File: src/rtl/hazard_ctrl.sv
// hazard_ctrl: pipeline hazard controller for the 5-stage core.
// It drives the hold/bubble/flush controls, picks the EX operand
// forwarding sources, and keeps the stall/flush counters and a sticky
// memory-timeout flag.

// Forwarding source select for one EX operand. Forwarding from EX/MEM
// wins over MEM/WB. A load in EX/MEM has no result yet, so it is never
// forwarded from there.
module hazard_fwd_sel #(
  parameter int REG_W = 4
) (
  input  logic [REG_W-1:0] i_src,
  input  logic [REG_W-1:0] i_mem_rd,
  input  logic             i_mem_rw,
  input  logic             i_mem_mr,
  input  logic [REG_W-1:0] i_wb_rd,
  input  logic             i_wb_rw,
  output logic [1:0]       o_sel
);
  // pick the youngest producer of i_src that has its value ready
  always_comb begin
    o_sel = 2'b00;
    if (i_mem_rw && !i_mem_mr && (i_mem_rd == i_src)) o_sel = 2'b01;
    else if (i_wb_rw && (i_wb_rd == i_src))           o_sel = 2'b10;
  end
endmodule

module hazard_ctrl #(
  parameter int REG_W   = 4,
  parameter int CNT_W   = 16,
  parameter int TIMEOUT = 64
) (
  input  logic             clk,
  input  logic             reset,
  input  logic [REG_W-1:0] ID_Rs,
  input  logic [REG_W-1:0] ID_Rt,
  input  logic             ID_useRs,
  input  logic             ID_useRt,
  input  logic [REG_W-1:0] EX_Rs,
  input  logic [REG_W-1:0] EX_Rt,
  input  logic [REG_W-1:0] EX_Rd,
  input  logic             EX_RegWrite,
  input  logic             EX_MemRead,
  input  logic [REG_W-1:0] MEM_Rd,
  input  logic             MEM_RegWrite,
  input  logic             MEM_MemRead,
  input  logic [REG_W-1:0] WB_Rd,
  input  logic             WB_RegWrite,
  input  logic             branch_taken,
  input  logic             mem_busy,
  output logic             pc_hold,
  output logic             ifid_hold,
  output logic             ifid_flush,
  output logic             idex_hold,
  output logic             idex_bubble,
  output logic             exmem_hold,
  output logic [1:0]       fwdA,
  output logic [1:0]       fwdB,
  output logic [CNT_W-1:0] stall_cycles,
  output logic [CNT_W-1:0] flush_count,
  output logic             mem_timeout
);
  localparam int BW = $clog2(TIMEOUT + 1);
  localparam logic [BW-1:0] TO_MAX = BW'(TIMEOUT);

  // Pipeline mode for this cycle, chosen in priority order.
  typedef enum logic [1:0] {RUN, LOAD_STALL, REDIRECT, FREEZE} mode_e;

  logic              w_load_use;
  mode_e             w_mode;
  logic [1:0][1:0]   w_fwd;
  logic [BW-1:0]     r_busy_cnt;
  logic              r_timeout;
  logic [CNT_W-1:0]  r_stall;
  logic [CNT_W-1:0]  r_flush;

  // A load in EX whose destination is read by the instruction in ID.
  // Every register is real, so R0 matches like any other register.
  assign w_load_use = EX_MemRead && EX_RegWrite &&
                      ((ID_useRs && (ID_Rs == EX_Rd)) ||
                       (ID_useRt && (ID_Rt == EX_Rd)));

  // Mode select. A freeze masks everything because EX re-presents its
  // branch/load on the first free cycle. A redirect discards a load-use
  // because the stalled instruction is on the wrong path.
  always_comb begin
    w_mode = RUN;
    if (mem_busy)          w_mode = FREEZE;
    else if (branch_taken) w_mode = REDIRECT;
    else if (w_load_use)   w_mode = LOAD_STALL;
  end

  // Drive the pipeline register controls from the mode. All are forced
  // low while reset is asserted.
  always_comb begin
    pc_hold     = 1'b0;
    ifid_hold   = 1'b0;
    ifid_flush  = 1'b0;
    idex_hold   = 1'b0;
    idex_bubble = 1'b0;
    exmem_hold  = 1'b0;
    if (reset) begin
      case (w_mode)
        FREEZE: begin
          pc_hold    = 1'b1;
          ifid_hold  = 1'b1;
          idex_hold  = 1'b1;
          exmem_hold = 1'b1;
        end
        REDIRECT: begin
          ifid_flush  = 1'b1;
          idex_bubble = 1'b1;
        end
        LOAD_STALL: begin
          pc_hold     = 1'b1;
          ifid_hold   = 1'b1;
          idex_bubble = 1'b1;
        end
        default: ;
      endcase
    end
  end

  // One forwarding selector per EX operand: index 0 is A/Rs, 1 is B/Rt.
  for (genvar g = 0; g < 2; g++) begin : g_fwd
    hazard_fwd_sel #(.REG_W(REG_W)) u_sel (
      .i_src    ((g == 0) ? EX_Rs : EX_Rt),
      .i_mem_rd (MEM_Rd),
      .i_mem_rw (MEM_RegWrite),
      .i_mem_mr (MEM_MemRead),
      .i_wb_rd  (WB_Rd),
      .i_wb_rw  (WB_RegWrite),
      .o_sel    (w_fwd[g])
    );
  end

  assign fwdA = reset ? w_fwd[0] : 2'b00;
  assign fwdB = reset ? w_fwd[1] : 2'b00;

  // Count consecutive busy cycles and latch the timeout on the edge
  // where the run length reaches TIMEOUT.
  always_ff @(posedge clk or negedge reset) begin
    if (!reset) begin
      r_busy_cnt <= '0;
      r_timeout  <= 1'b0;
    end else if (mem_busy) begin
      if (r_busy_cnt != TO_MAX) r_busy_cnt <= r_busy_cnt + 1'b1;
      if (r_busy_cnt == TO_MAX - 1'b1) r_timeout <= 1'b1;
    end else begin
      r_busy_cnt <= '0;
    end
  end

  // Saturating performance counters, updated on the edge that ends the
  // counted cycle.
  always_ff @(posedge clk or negedge reset) begin
    if (!reset) begin
      r_stall <= '0;
      r_flush <= '0;
    end else begin
      if (((w_mode == FREEZE) || (w_mode == LOAD_STALL)) && (r_stall != '1))
        r_stall <= r_stall + 1'b1;
      if ((w_mode == REDIRECT) && (r_flush != '1))
        r_flush <= r_flush + 1'b1;
    end
  end

  assign stall_cycles = r_stall;
  assign flush_count  = r_flush;
  assign mem_timeout  = r_timeout;
endmodule

File: config.mk
export PLATFORM = sky130hd
export DESIGN_NAME = hazard_ctrl
export DESIGN_NICKNAME = d
export VERILOG_FILES = /design/src/rtl/hazard_ctrl.sv
export SDC_FILE = /design/constraint.sdc
export NUM_CORES = 1
export LEC_CHECK = 0
export BUFFER_PORTS_ARGS = -buffer_cell sky130_fd_sc_hd__buf_4
export CAP_MARGIN = 30
export CORE_AREA = 2 2 95 97
export DETAILED_ROUTE_END_ITERATION = 7
export DIE_AREA = 0 0 97 99
export REMOVE_ABC_BUFFERS = 1
export SYNTH_ARGS = -nofsm -noshare
export SYNTH_HDL_FRONTEND = slang
export SYNTH_SLANG_ARGS = --single-unit
File: constraint.sdc
create_clock -name clk -period 2.27 [get_ports clk]
set_input_delay 0.1135 -clock clk [delete_from_list [all_inputs] [get_ports clk]]
set_output_delay 0.1135 -clock clk [all_outputs]
set_load 0.01 [all_outputs]
==> reports/qor.csv, run 1 <==
stage,metric,value,unit
outcome,status,"complete, no violations",
synth,synth-edff-count,0,
hold_path,min_path_type,in2reg,
timing,grt_setup_unrepaired,no,
setup_path,critPathKind,in2out,
synth,synthCells,236,
placement,io_buffer_count,81,
timing,setup_viol,0,
synth,synthXorXnorAreaFrac,0.162,
clock_tree,post-cts-setup-buffer-count,0,
placement,dp_hpwl,4.47,mm
timing,period_needed,1970,ps
synth,ys_warn_count,0,
drt,drc,0,
clock_tree,cts_max_path_buffers,2,
setup_path,crit_arrival,1850,ps
synth,synth_area_leaders,"dfrtp_1 40%, xnor2_1 10%, xor2_1 6.0%",
placement,gp_congestion,0.803,
power,p_total,2.22,mW
die,placementRows,34,
timing,finalClockSkew,12.7,ps
global_route,antenna_found_initial,0,
synth,netlist-cell-type-count,47,
synth,yosys.area_share.simple,0.219,
synth,synth_top_family_by_area,simple AND/OR/NAND/NOR gates,
die,dieArea,0.00960,mm2
global_route,gr-total-overflow,0,
synth,ys_ff_latch,40,
die,core_region_area,0.00855,mm2
drt,ant_nets,0,
clock_tree,htree_levels,2,
power,ir_drop,290,uV
layout,fin_util,0.388,
layout,syn_to_final_growth,33.4,%
layout,most-common-layout-cells,"88 x buf_4, 40 x dfrtp_1, 29 x xnor2_1",
timing,maxSlewHeadroom,0.581,
setup_path,critical_path.slowest_cell,a41oi_4,
global_route,grt_pass1_vias,2036,
setup_path,critPathMostFrequentCell,buf_4,
placement,place_inst,425,
drt,vias,2076,
drt,drtIter0Drc,116,
drt,first_pass_iters,4,
setup_path,start_kind,primary input,
layout,fin_cells,433,
synth,yosys.area.top_type_share,0.403,
synth,synth_async_sr_flop_share,1.00,
setup_path,slowest_delay,570,ps
global_route,grt_pass1_wl,9.87,mm
layout,fin_nets,369,
power,p_leak,1.46,nW
die,die_y,99,um
layout,antenna_cells,0,
layout,drive_gt1_frac,0.369,
setup_path,cp_max_fo,16,
timing,hold_viol,0,
die,die_w,97,um
synth,synthMuxAreaShare,0.0539,
clock_tree,cts_sinks,40,
global_route,grt_start_max_net_pins,25,
synth,netlist_area,0.00248,mm2
setup_path,critPathCaptureType,output pin,
layout,fillers,850,
clock_tree,cts-root-buf,clkbuf_8,
synth,yosys.area.top_type,dfrtp_1,
synth,synth_compound_area_frac,0.104,
setup_path,crit_chain,"buf_4, xor2_1, nor4_2, a41oi_4, nand2_1, ha_1, and2_1, buf_4",
drt,viasPerCell,4.79,
timing,report.final.slew_viol_count,0,
clock_tree,cts_buffers,5,
timing,fmax,0.509,GHz
drt,wl_per_cell,13.6,um
setup_path,worstPathRequired,2160,ps
synth,ys.flop_type,dfrtp_1,
synth,ys_seq_area_frac,0.403,
timing,finalCritPeriodShare,0.866,
global_route,track_usage,0.124,
die,io_pins,82,
power,power_density,668,mW/mm2
timing,whs,167,ps
synth,yosys.area_share.adder,0.0252,
clock_tree,clock_latency,290,ps
synth,syn_area_per_cell,10.5,um2
die,initial_core_util,0.291,
drt,routed_wirelength,5.90,mm
run,max_cap_viol_count,0,
clock_tree,cts_tree,yes,
timing,tightest_slew,627,ps
clock_tree,path_clk_slew,80,ps
layout,layout_commonest_cell,buf_4,
## worst max-delay path: cells and delay by family
kind                       cells  cell delay, ps
AOI/OAI and AO/OA              1             570
and+or+nand+nor                3             400
buffers and inverters          2             250
xor gates and xnor gates       1             180
adders and majority gates      1             320
## per-stage QoR
stage / area, um2 / setup TNS, ps / setup slack (ps)
floorplan: 2430 / -205 / -162
global placement: 3220 / 0 / 276
detailed placement: 3220 / 0 / 282
CTS: 3310 / 0 / 277
global route: 3310 / 0 / 142
finish: 3310 / 0 / 304
## registers in the layout (all words and copies together), names as in the netlist
signal / flops
mem_timeout: 1
stall_cycles: 16
flush_count: 16
r_busy_cnt: 7
## layout make-up
class	count	area, um2	area share
clock buffer	5	68.8	0.0208
clock inverter	2	12.5	0.00378
inverter	7	26.3	0.00793
multi-input combinational	182	1400	0.422
sequential	40	1000	0.302
tap	108	135	0.0408
timing repair buffer	89	671	0.202
## synth_stat cells (all sizes together), types with 7 or more instances
| master | count |
|---|---|
| dfrtp | 40 |
| nand2 | 19 |
| nand4 | 7 |
| mux2 | 11 |
| and2 | 12 |
| xnor2 | 29 |
| xor2 | 17 |
| nand3 | 17 |
| nand2b | 9 |
| a21oi | 8 |
| inv | 7 |
## routing by layer
| layer | track usage | routed length, um |
|---|---|---|
| met3 | 0.0277 | 256 |
| met4 | 0.0433 | 85 |
| met5 | 0 | 0 |
| met2 | 0.209 | 2910 |
| met1 | 0.156 | 2650 |
## logic make-up (layout without fill, tap and decap cells)
family | Yosys count | count (layout)
buf+inv | 14 | 103
mux | 12 | 12
simple gates | 93 | 93
flops | 40 | 40
fa+ha+maj | 5 | 5
xor+xnor | 46 | 46
compound gates | 26 | 26
## final timing paths
| path | from | end | slack [ps] | cells past startpoint |
|---|---|---|---|---|
| max in group asynchronous | reset | r_busy_cnt[1]$_DFFE_PN0P_ | 1390 | 3 |
| max reg2reg | stall_cycles[0]$_DFFE_PN0P_ | stall_cycles[15]$_DFFE_PN0P_ | 310 | 5 |
| min | mem_busy | r_busy_cnt[0]$_DFFE_PN0P_ | 170 | 2 |
| min reg2reg | mem_timeout$_DFFE_PN0P_ | mem_timeout$_DFFE_PN0P_ | 480 | 1 |
| min in group asynchronous | reset | stall_cycles[12]$_DFFE_PN0P_ | 250 | 2 |
| max | EX_Rd[3] | idex_bubble | 300 | 8 |
## report_power, final
part           switching, mW  internal [mW]
sequential             0.142          0.844
clock                  0.257          0.209
combinational          0.346          0.418
total                  0.745           1.47
## repair_timing
action / 4_1_cts / 5_1_grt
gates resized for setup: 0 / 0
endpoints found under the hold margin: 16 / 0
hold buffers: 1 / 0
endpoints found under the setup margin: 0 / 0
No activity file was read; power rests on OpenSTA's default activity.
==> run 2: changes to the inputs <==
--- a/config.mk
+++ b/config.mk
@@ -9,5 +9,5 @@
 export CAP_MARGIN = 30
-export CORE_AREA = 2 2 95 97
+export CORE_AREA = 10 10 103 105
 export DETAILED_ROUTE_END_ITERATION = 7
-export DIE_AREA = 0 0 97 99
+export DIE_AREA = 0 0 113 115
 export REMOVE_ABC_BUFFERS = 1
==> constraint.sdc (replaced) <==
create_clock -name clk -period 2.27 [get_ports clk]
set_input_delay 0.454 -clock clk [delete_from_list [all_inputs] [get_ports clk]]
set_output_delay 0.454 -clock clk [all_outputs]
set_load 0.01 [all_outputs]
==> run 2 against run 1 <==
Power rose by 4.7%. The run now ends with setup timing left. Largest power group unchanged. Register-to-register slack barely moved. Largest cell class unchanged. Die area rose by 35%. Core utilization rose by 1.4 points. Sequential share of layout area fell by 1.1 points. Critical endpoint unchanged.
==> reports/qor.csv, run 2 (synthesized netlist as in run 1, its figures left out) <==
stage,metric,value,unit
outcome,status,"finished, violations left",
outcome,violations,setup timing,
die,io_pins,82,
timing,grt_setup_unrepaired,yes,
power,ir_drop,223,uV
setup_path,worstPathRequired,1820,ps
clock_tree,cts_max_path_buffers,2,
setup_path,critPathKind,in2out,
clock_tree,path_clk_slew,80,ps
global_route,gr-total-overflow,0,
layout,drive_gt1_frac,0.403,
timing,timing.final.ws_setup,-12.8,ps
global_route,grt_pass1_vias,2125,
clock_tree,cts-root-buf,clkbuf_8,
global_route,antenna_found_initial,0,
power,power_density,675,mW/mm2
setup_path,start_kind,primary input,
placement,io_buffer_count,81,
power,pwr-share-comb,0.317,
timing,period_needed,2280,ps
clock_tree,htree_levels,2,
timing,fin_tns_setup,-12.8,ps
drt,ant_nets,0,
power,p_int,1.58,mW
layout,fillers,855,
setup_path,cp_max_fo,2,
die,initial_core_util,0.291,
clock_tree,cts_tree,yes,
drt,vias,2054,
die,core_region_area,0.00855,mm2
die,placementRows,34,
die,die_y,115,um
layout,syn_to_final_growth,38.2,%
layout,most-common-layout-cells,"89 x buf_4, 40 x dfrtp_1, 26 x xnor2_1",
timing,maxSlewHeadroom,0.684,
power,p_leak,1.53,nW
timing,setup_viol,1,
drt,drtIter0Drc,75,
clock_tree,cts_sinks,40,
layout,layout_commonest_cell,buf_4,
timing,tightest_slew,470,ps
drt,routed_wirelength,6.49,mm
drt,wl_per_cell,14.8,um
power,clockPowerShare,0.250,
timing,fmax,0.438,GHz
timing,report.final.slew_viol_count,0,
drt,first_pass_iters,4,
clock_tree,clock_latency,290,ps
drt,drc,0,
layout,fin_util,0.402,
power,p_total,2.32,mW
global_route,track_usage,0.0993,
run,max_cap_viol_count,0,
timing,finalClockSkew,7.49,ps
setup_path,crit_arrival,1830,ps
clock_tree,cts-hold-fix-buffers,0,
layout,fin_nets,373,
timing,hold_viol,0,
hold_path,min_path_type,in2async,
placement,dp_hpwl,5.19,mm
power,switching_share,0.318,
drt,viasPerCell,4.69,
setup_path,critPathCaptureType,output pin,
die,die_w,113,um
die,dieArea,0.0130,mm2
clock_tree,cts_buffers,5,
layout,antenna_cells,0,
placement,gp_congestion,0.786,
global_route,grt_pass1_wl,10.8,mm
power,seqPwrFrac,0.433,
global_route,grt_start_max_net_pins,21,
power,power_switching,738,uW
timing,finalCritPeriodShare,1.01,
run 2: worst paths after layout:
path	startpoint	end	slack (ps)	cells past startpoint
max	ID_Rs[0]	idex_bubble	-10	8
min	reset	flush_count[4]$_DFFE_PN0P_	20	1
max reg2reg	flush_count[0]$_DFFE_PN0P_	flush_count[13]$_DFFE_PN0P_	300	6
min reg2reg	mem_timeout$_DFFE_PN0P_	mem_timeout$_DFFE_PN0P_	470	1
max in group asynchronous	reset	flush_count[11]$_DFFE_PN0P_	1710	2
min in group clk	mem_timeout$_DFFE_PN0P_	mem_timeout$_DFFE_PN0P_	470	1
run 2: layout make-up:
type	count	area [um2]	area share
clock inverter	2	35.0	0.0102
sequential	40	1000	0.291
tap	108	135	0.0393
inverter	7	26.3	0.00765
timing repair buffer	93	713	0.208
multi-input combinational	182	1450	0.423
clock buffer	6	72.6	0.0211
run 2: worst max-delay path: stages:
cell and delay [ps]:
buf_4 120, xnor2_2 140, nand4_1 110, or4_4 460
nand2_4 100, ha_4 190, and2_4 140, buf_6 110
run 2: timing repair:
action	4_1_cts	5_1_grt
endpoints found under the setup margin	3	5
pin swaps	2	0
setup buffers	1	0
gates resized for setup	8	5
run 2: power by group through the flow:
stage	combinational (mW)	clock, mW	sequential (mW)
floorplan	0.283	0	1.06
global placement	0.732	0	1.02
detailed placement	0.740	0	1.02
CTS	0.752	0.608	1.01
global route	0.817	0.635	1.03
finish	0.735	0.580	1.00
run 2: through the flow:
stage               setup slack (ps)  hold slack [ps]  area [um2]  std cells
floorplan                       -162              158        2430        229
global placement               -89.6              337        3250        429
detailed placement              -118              338        3250        429
CTS                             1.05             17.1        3410        438
global route                   -55.2             24.6        3430        438
finish                         -12.8             24.3        3430        438
run 2: routing by layer:
metal / part of all wire / wire [um] / GRT usage
met5: 0 / 0 / 0
met4: 0.012 / 75 / 0.0279
met2: 0.51 / 3290 / 0.171
met1: 0.43 / 2820 / 0.121
met3: 0.046 / 299 / 0.0234
==> run 3: changes to the inputs <==
Settings changed: ABC_AREA set to 1, CORE_AREA 10 10 103 105 to 10 10 108 110, DIE_AREA 0 0 113 115 to 0 0 118 120.
==> run 3 against run 2 <==
The flow now finishes without violations. Non-clock buffer count decreased by 10. Sequential share of layout area decreased by 1.5 points. Die area increased by 9.0%. Sequential cell count unchanged. First-iteration DRC count increased by 36%. Synthesized cell count increased by 65%. Cell count increased by 39%. Clock skew increased by 0.59 ps. Register-to-register slack improved by 130 ps. Cell area increased by 5.2%.
==> reports/qor.csv, run 3 <==
stage,metric,value,unit
outcome,status,"complete, no violations",
clock_tree,cts_tree,yes,
global_route,grt_pass1_wl,12.7,mm
die,initial_core_util,0.290,
placement,gp_congestion,0.801,
drt,routed_wirelength,7.44,mm
layout,most-common-layout-cells,"108 x nand2_1, 83 x buf_4, 59 x inv_1",
setup_path,start_kind,primary input,
drt,viasPerCell,4.49,
timing,tightest_slew,534,ps
layout,fillers,1020,
setup_path,crit_arrival,1570,ps
synth,netlist-cell-type-count,33,
synth,synth_most_common_cell,nand2_1,
setup_path,cp_max_fo,4,
synth,synthCells,390,
die,dieArea,0.0142,mm2
setup_path,critical_path.slowest_cell,ha_1,
die,placementRows,36,
synth,yosys.area.top_type,dfrtp_1,
timing,finalClockSkew,8.08,ps
power,power_density,599,mW/mm2
layout,fin_nets,517,
global_route,gr-total-overflow,0,
setup_path,critPathCaptureType,output pin,
timing,maxSlewHeadroom,0.644,
timing,fmax,0.493,GHz
timing,whs,291,ps
synth,synth_async_sr_flop_share,1.00,
synth,ys_top_cells_by_count,"108 x nand2_1, 59 x inv_1, 42 x nor2_1",
timing,finalCritPeriodShare,0.893,
layout,layout_commonest_cell,nand2_1,
setup_path,critPathMostFrequentCell,nand2_1,
synth,ys_warn_count,0,
setup_path,critPathKind,in2out,
clock_tree,htree_levels,2,
layout,drive_gt1_frac,0.215,
power,ir_drop,332,uV
timing,report.final.slew_viol_count,0,
clock_tree,cts-hold-fix-buffers,0,
clock_tree,post-cts-setup-buffer-count,0,
die,die_y,120,um
placement,dp_worst_setup_slack,241,ps
clock_tree,cts-root-buf,clkbuf_8,
synth,synth-edff-count,0,
timing,period_needed,2030,ps
synth,synth_area_leaders,"dfrtp_1 36%, nand2_1 15%, inv_1 8.0%",
run,max_cap_viol_count,0,
setup_path,slowest_delay,270,ps
power,p_total,2.16,mW
timing,hold_viol,0,
die,die_w,118,um
clock_tree,cts_max_path_buffers,2,
die,core_region_area,0.00955,mm2
clock_tree,path_clk_slew,90,ps
setup_path,worstPathRequired,1820,ps
timing,grt_setup_unrepaired,no,
drt,first_pass_iters,4,
synth,yosys.area.top_type_share,0.362,
drt,drtIter0Drc,102,
layout,final_cell_area,0.00361,mm2
drt,wl_per_cell,12.3,um
synth,syn_area_per_cell,7.10,um2
global_route,track_usage,0.105,
placement,place_inst,599,
hold_path,min_path_type,in2async,
placement,placed_area,0.00349,mm2
placement,dp_hpwl,5.88,mm
timing,setup_viol,0,
clock_tree,cts_resized,0,
placement,io_buffer_count,81,
setup_path,crit_chain,"buf_4, inv_1, nand2_1, nand2_1, nor2_1, nand3_1, nand2_1, nand2_2, nand2_2, ha_1, nand2_1, inv_1, buf_4",
die,io_pins,82,
global_route,grt_start_max_net_pins,41,
drt,drc,0,
power,p_leak,1.94,nW
synth,ys_ff_latch,40,
clock_tree,cts_sinks,40,
synth,ys.flop_type,dfrtp_1,
synth,netlist_area,0.00277,mm2
global_route,antenna_found_initial,0,
layout,fin_cells,607,
drt,vias,2726,
synth,ys_seq_area_frac,0.362,
layout,antenna_cells,0,
global_route,grt_pass1_vias,2833,
drt,ant_nets,0,
layout,syn_to_final_growth,30.5,%
layout,fin_util,0.379,
clock_tree,clock_latency,290,ps
clock_tree,cts_buffers,5,
timing,fin_tns_setup,0,ps
timing,timing.final.ws_setup,242,ps
run 3: cell count changes after synthesis, sizes merged, moves of 5 or more:
cell,before,now
nand2,19,112
inv,7,60
nor2,4,43
nand3,17,35
xnor2,29,11
nor3,1,17
and2,12,0
o21ai,1,13
mux2,11,0
nand2b,9,0
a211oi,6,0
and3,6,1
run 3: power by group:
| group | switching [mW] | internal [mW] |
|---|---|---|
| logic | 0.311 | 0.286 |
| registers | 0.129 | 0.808 |
| clock network | 0.269 | 0.360 |
| total | 0.709 | 1.45 |
run 3: final cells by class:
| class | count | area (um2) | area share |
|---|---|---|---|
| clock buffer | 6 | 82.6 | 0.0228 |
| clock inverter | 2 | 38.8 | 0.0107 |
| inverter | 60 | 225 | 0.0623 |
| multi-input combinational | 283 | 1480 | 0.409 |
| sequential | 40 | 1000 | 0.277 |
| tap | 133 | 166 | 0.0460 |
| timing repair buffer | 83 | 623 | 0.172 |
run 3: path summary, 6_finish.rpt:
check / start / end / slack (ps) / cells after the start
max: EX_Rd[0] / idex_bubble / 240 / 13
min: reset / flush_count[2]$_DFFE_PN0P_ / 290 / 2
max reg2reg: flush_count[0]$_DFFE_PN0P_ / flush_count[12]$_DFFE_PN0P_ / 430 / 8
min reg2reg: mem_timeout$_DFFE_PN0P_ / mem_timeout$_DFFE_PN0P_ / 490 / 1
max in group asynchronous: reset / stall_cycles[1]$_DFFE_PN0P_ / 1610 / 2
min in group clk: mem_busy / r_busy_cnt[4]$_DFFE_PN0P_ / 450 / 3
run 3: worst max-delay path, delay by kind of cell:
| family | cells | cell delay, ps |
|---|---|---|
| simple gates | 8 | 470 |
| buf+inv | 4 | 370 |
| fa+ha+maj | 1 | 270 |
run 3: routing by layer:
layer / share of wire / wire length, um / global-route usage / up-vias
li1: - / - / - / 1393
met1: 0.48 / 3570 / 0.128 / 1247
met2: 0.44 / 3250 / 0.171 / 82
met3: 0.074 / 551 / 0.0370 / 4
met4: 0.010 / 77 / 0.0325 / 0
met5: 0 / 0 / 0 / -
run 3: cell families (layout without fill, tap and decap cells):
kind of cell,after synthesis,count (layout),synth area share
AOI/OAI and AO/OA,31,31,0.0646
xor gates and xnor gates,31,31,0.0981
adders and majority gates,5,5,0.0226
buffers and inverters,67,151,0.105
DFF,40,40,0.362
and+or+nand+nor,216,216,0.348
